### src/rtl/instruction_fetch.sv
// Instruction-fetch front end.
// Owns the fetch PC and issues one word read at a time to instruction memory.
// Each fetched word is handed to decode together with its PC.
// A redirect retargets the PC in any state. If a response is still owed to an
// abandoned request, that response is swallowed through the single drop flag.
module instruction_fetch #(
    parameter int              ADDR_W   = 32,
    parameter int              DATA_W   = 32,
    parameter logic [ADDR_W-1:0] RESET_PC = '0
) (
    input  logic              clk,
    input  logic              reset_n,
    input  logic              redirect_valid,
    input  logic [ADDR_W-1:0] redirect_pc,
    output logic              imem_req_valid,
    input  logic              imem_req_ready,
    output logic [ADDR_W-1:0] imem_req_addr,
    input  logic              imem_rsp_valid,
    input  logic [DATA_W-1:0] imem_rsp_data,
    output logic              if_valid,
    input  logic              if_ready,
    output logic [DATA_W-1:0] if_instr,
    output logic [ADDR_W-1:0] if_pc
);

    localparam logic [1:0] REQ  = 2'd0;
    localparam logic [1:0] WAIT = 2'd1;
    localparam logic [1:0] HOLD = 2'd2;

    logic [1:0]        state;
    logic [ADDR_W-1:0] fetch_pc;
    logic [ADDR_W-1:0] req_pc;
    logic              drop;
    logic [ADDR_W-1:0] redirect_tgt;
    logic              rsp_take;
    logic              rsp_discard;
    logic              unused_redirect_lsb;

    // Low address bits of a redirect are ignored; targets are always word aligned.
    assign redirect_tgt        = {redirect_pc[ADDR_W-1:2], 2'b00};
    assign unused_redirect_lsb = ^redirect_pc[1:0];

    // A response in WAIT is either kept or discarded.
    // It is discarded if it belongs to an abandoned request, or if a redirect lands in the same cycle.
    assign rsp_take    = (state == WAIT) && imem_rsp_valid && !drop && !redirect_valid;
    assign rsp_discard = (state == WAIT) && imem_rsp_valid && (drop || redirect_valid);

    // Request is masked during reset so memory never sees a stale request.
    assign imem_req_valid = reset_n && (state == REQ);
    assign imem_req_addr  = fetch_pc;

    // A redirect kills the held instruction in the same cycle, so no transfer can occur.
    assign if_valid = (state == HOLD) && !redirect_valid;

    // Fetch state machine
    always_ff @(posedge clk or negedge reset_n) begin
        if (!reset_n) begin
            state <= REQ;
        end else begin
            case (state)
                REQ: begin
                    if (imem_req_ready) state <= WAIT;
                end
                WAIT: begin
                    if (rsp_take)         state <= HOLD;
                    else if (rsp_discard) state <= REQ;
                end
                HOLD: begin
                    if (redirect_valid || if_ready) state <= REQ;
                end
                default: state <= REQ;
            endcase
        end
    end

    // Drop flag: set when the outstanding response must be discarded, cleared when that response arrives.
    // The flag is a single bit because at most one request is ever outstanding.
    always_ff @(posedge clk or negedge reset_n) begin
        if (!reset_n) begin
            drop <= 1'b0;
        end else if (rsp_discard) begin
            drop <= 1'b0;
        end else if (redirect_valid && (((state == REQ) && imem_req_ready) || (state == WAIT))) begin
            drop <= 1'b1;
        end
    end

    // Fetch PC: a redirect has priority; otherwise the PC advances past each kept response (wraps modulo 2^ADDR_W).
    always_ff @(posedge clk or negedge reset_n) begin
        if (!reset_n) begin
            fetch_pc <= RESET_PC;
        end else if (redirect_valid) begin
            fetch_pc <= redirect_tgt;
        end else if (rsp_take) begin
            fetch_pc <= req_pc + ADDR_W'(4);
        end
    end

    // Remember the address of the accepted request so the response can be tagged with it.
    always_ff @(posedge clk or negedge reset_n) begin
        if (!reset_n) begin
            req_pc <= RESET_PC;
        end else if ((state == REQ) && imem_req_ready) begin
            req_pc <= fetch_pc;
        end
    end

    // Capture instruction and PC for decode; held stable through HOLD.
    always_ff @(posedge clk or negedge reset_n) begin
        if (!reset_n) begin
            if_instr <= '0;
            if_pc    <= '0;
        end else if (rsp_take) begin
            if_instr <= imem_rsp_data;
            if_pc    <= req_pc;
        end
    end

endmodule
### config.mk
export PLATFORM = sky130hd
export DESIGN_NAME = instruction_fetch
export DESIGN_NICKNAME = d
export VERILOG_FILES = /design/src/rtl/instruction_fetch.sv
export SDC_FILE = /design/constraint.sdc
export NUM_CORES = 1
export LEC_CHECK = 0
export ABC_AREA = 1
export BUFFER_PORTS_ARGS = -buffer_cell sky130_fd_sc_hd__buf_2
export CAP_MARGIN = 5
export CORE_ASPECT_RATIO = 1.4
export CORE_MARGIN = 3
export CORE_UTILIZATION = 47
export CTS_CLUSTER_SIZE = 40
export DETAILED_ROUTE_END_ITERATION = 8
export GPL_TIMING_DRIVEN = 0
export MAX_ROUTING_LAYER = met4
export PLACE_DENSITY_LB_ADDON = 0.25
export SLEW_MARGIN = 20
export SYNTH_ARGS = -nofsm -noshare
export SYNTH_HDL_FRONTEND = slang
export SYNTH_SLANG_ARGS = --single-unit
### constraint.sdc
create_clock -name clk -period 1.4 [get_ports clk]
set_input_delay 0.14 -clock clk [delete_from_list [all_inputs] [get_ports clk]]
set_output_delay 0.14 -clock clk [all_outputs]
set_load 0.02 [all_outputs]
== Word level (Yosys, flattened, before mapping) ==
Cells that the tools add are included.
Word-level totals
  bits in registers: 131
  output and inout port bits: 98
  logic and storage cells: 38
Cells by class
  add/sub/neg operators: 1
  eq/ne operators: 5
  multiplexer cells: 9
  reduce and logical (&&, ||, !) cells: 17
Operator list (count)
  $mux W32: 2
  $add A32 B3 Y32 const B: 1
  $logic_and A1 B1 Y1: 8
  $mux W2: 4
  $pmux W2 S3: 1
  $reduce_bool A2 Y1: 2
  $logic_or A1 B1 Y1: 3
  $ne A3 B3 Y1 const B: 1
  $reduce_and A3 Y1: 1
  $eq A2 B1 Y1 const B: 1
  $eq A2 B2 Y1 const B: 1
  $logic_not A1 Y1: 2
  $logic_not A2 Y1: 1
  $mux W1: 2
  $ne A2 B1 Y1 const B: 1
  $ne A2 B2 Y1 const B: 1

== Longest topological paths before layout ==
  depth after elaboration: 6
  depth in mapped cells: 10

== Worst setup path after synthesis ==
OpenSTA, ideal clock, no wires.
  path kind: register -> register
  start point: register req_pc[2]
  end point: register fetch_pc[24] (netlist: imem_req_addr[24])
  data arrival time: 1.351 ns
  data required time: 1.284 ns
  path slack: -0.067 ns
  stages on the path, launching flop included: 11
  period minus slack after synthesis: 1.467 ns
  cells stage by stage: dfrtp_1 -> ha_1 -> nand2_1 -> nor2_4 -> nand2_1 -> nor2_4 -> nand2_1 -> nand2_1 -> nand3_1 -> nand2_1 -> nand2_1
On the way
  word-level cells in the longest chain between the ends: 3
RTL lines
  start, declared: line 32  | logic [ADDR_W-1:0] req_pc;
  start signal, assigned: line 104  | req_pc <= fetch_pc;
  $add A32 B3 Y32: line 95  | fetch_pc <= req_pc + ADDR_W'(4);
  $mux W32: line 94  | end else if (rsp_take) begin
  $mux W32: line 92  | end else if (redirect_valid) begin
  end signal, assigned: line 93  | fetch_pc <= redirect_tgt;
  end signal, assigned: line 95
  end, declared: line 31  | logic [ADDR_W-1:0] fetch_pc;
No other way between the ends. The select of a mux whose other input is x is not followed.
A chain may end at the register's enable or synchronous reset.

== Final worst setup path ==
  start point: register req_pc[3]
  end point: register fetch_pc[29] (netlist: imem_req_addr[29])
The elaborated chain is that of the path after synthesis.

==> reports/metrics.cfg <==
[status]
outcome=finished with violations
violations=hold timing, setup timing

[clock_network]
clk_latency_ns=0.43
clk_pin_slew_ns=0.06
cts_max_level=4
cts_hold_buf=48
cts_buffer_depth=2
cts_tree=built
cts_made_buffers=17
cts_root_buffer=clkbuf_16
clock_sinks=131

[synth]
synthMostInstantiatedCell=nand2_1
synth_warnings=0
syn_nets=810
synthArstFlopShare_pct=100.0
syn_inst=739
ys_top_cells_by_area=dfrtp_1 55%, nand2_1 18%, o21ai_0 5.7%
synth-seq-cells=131
synth_enable_flop_cells=0
synthDistinctLibCells=33
syn_avg_cell_area_um2=8.063
synth_area_leader_cell=dfrtp_1
synth_top_area_share_pct=55.02
ys_seq_area_share_pct=55.02
synth_common_cells=286 x nand2_1, 131 x dfrtp_1, 68 x o21ai_0
synth_area_um2=5958
ys_dominant_reg_cell=dfrtp_1

[layout]
drive_gt1_share_pct=42.59
final_area_um2=9629
syn_to_final_growth_pct=61.61
antenna_cells=0
fillers=781
final_nets=1091

[sta]
period_minus_slack_ns=1.732
post-route-period-util_pct=123.7
maxSlewViolCount=0
clock_skew_ns=0.01036
hold_viol=49
relSlewSlack_pct=47.51
fin_hold_ws_ns=-0.3858
tightest_slew_ns=0.7873
grt_setup_unrepaired=true
max_freq_mhz=577.3
finalSetupViolCount=96
setup_ws_ns=-0.3323

[detailed_routing]
drtPass1Iterations=6
drc=0
drt_iter0_drc=704
postRouteWirelength_mm=23.24
viasPerCell=5.588
dr_total_vias=6611
wire_per_inst_um=19.64
postRouteAntennaNets=0

[critical_path]
r2r_cells=9
critPathMaxFanout=4
arrival_ns=2.03
cp-start-kind=flop
critPathCaptureType=flop
worstPathRequired_ns=1.70
path_class=reg -> reg
r2r_start=req_pc[3]
worst-r2r-setup-slack_ns=-0.33
r2r_end=imem_req_addr[29]

[grt]
overflow=0
grt_pass1_vias=6402
track_usage_pct=31.23
antenna_found_initial=0
grt_max_degree=52
grt_pass1_wl_mm=32.80

[power_and_ir_drop]
powerDensity_nw_per_um2=1862
total_power_mw=17.93
power.leakage_nw=4.900
vdd_drop_max_mv=1.243

[placed_design]
port_buffers=165
hpwl_mm=12.53
gp_congestion=0.9627
post_dp_cell_area_um2=7019

[worst_hold_path]
hold_path_class=in -> async

[floorplan]
rows=48
fp.dieW_um=101.2
initial_utilization_pct=48.16
coreArea_um2=12370
dieArea_um2=14080
ios=168
die_h_um=139.2

[job]
drv_cap=0

## final cells by class
cell class                      count  area (um^2)  share of cell area (%)
Clock inverter                     11        110.1                   1.143
Sequential cell                   131         3293                   34.20
Inverter                           68        257.7                   2.677
Buffer                             31        392.9                   4.080
Multi-Input combinational cell    510         2949                   30.63
Timing Repair Buffer              261         1978                   20.54
Tap cell                          150        187.7                   1.949
Clock buffer                       21        460.4                   4.782
## state kept, by name (all words and copies together) (netlist names)
| signal | flops |
|---|---|
| if_instr | 32 |
| if_pc | 32 |
| imem_req_addr | 32 |
| req_pc | 32 |
| state | 2 |
| drop | 1 |
## metrics by stage
step | hold WS [ns] | std cells | TNS (ns) | util, % | setup slack, ns
6_report | -0.3858 | 1183 | -12.87 | 77.83 | -0.3323
5_1_grt | -0.3518 | 1183 | -18.20 | 77.83 | -0.3837
4_1_cts | -0.3692 | 1168 | -4.544 | 72.81 | -0.1839
3_5_place_dp | 0.07033 | 1055 | -11.98 | 56.74 | -0.2790
3_3_place_gp | 0.3203 | 1054 | -221.28 | 56.43 | -1.658
2_1_floorplan | -0.1556 | 739 | -0.05520 | - | -0.02449
## kinds of logic after synthesis
group                      count (synthesis)  share of synthesized area [%]
and+or+nand+nor                          412                          28.90
DFF                                      131                          55.02
buffers and inverters                     99                          6.867
AOI/OAI and AO/OA                         89                          7.980
xor gates and xnor gates                   7                          1.029
adders and majority gates                  1                         0.2100
## how the worst max path moves through the flow
stage	from	end	slack, ns
global route	req_pc[2]	imem_req_addr[29]	-0.38
CTS	req_pc[2]	imem_req_addr[22]	-0.18
detailed placement	req_pc[2]	imem_req_addr[28]	-0.28
global placement	reset_n	imem_req_valid	-1.66
finish	req_pc[3]	imem_req_addr[29]	-0.33
floorplan	req_pc[2]	imem_req_addr[28]	-0.02
## worst max-delay path: stages, from the launching register on
cell	delay, ns
dfrtp_1	0.45
inv_1	0.16
nor2_4	0.15
nand2_2	0.10
nor2_4	0.23
nand2_4	0.10
nor2_4	0.14
nand2_1	0.08
nand2_1	0.10
nand3_1	0.09
## power by group
part	total, mW	internal (mW)	switching, mW
registers	6.75	5.24	1.51
clock network	4.34	2.69	1.66
logic	6.84	2.66	4.18
total	17.9	10.6	7.35
## repair_timing
item | in CTS | in global routing
cloned | 10 | 3
endpoints found under the hold margin | 122 | 49
pin swaps | 48 | 26
setup buffers | 23 | 14
endpoints found under the setup margin | 125 | 143
resized for setup | 180 | 149
## placed cells by master (no fill, tap or decap), drive strengths merged
master,Yosys,routed
ha,1,1
nor2,66,66
nor4,1,1
nand3b,4,4
nand4,7,7
o211ai,3,3
xnor2,1,1
nand2,294,295
a31oi,1,1
nand3,34,34
o21bai,3,3
xor2,6,6
o41ai,1,1
dlymetal6s4s,0,1
clkinvlp,0,2
a21oi,9,9
buf,17,233
dlygate4sd3,0,46
bufbuf,0,1
clkinv,0,7
o22ai,2,2
inv,68,68
o221ai,2,2
nor3,5,5
nor3b,1,1
o21ai,68,68
dfrtp,131,131
clkbuf,14,32
bufinv,0,2
## layer usage
metal  track usage (%)  up-vias  wire (um)
met3             6.971      149       2111
met5                 -        -          0
li1                  -     2894          -
met1             35.65     3097       8039
met4             13.94        0       1661
met2             51.83      471      11430
Power figures use the tool's default switching activity.
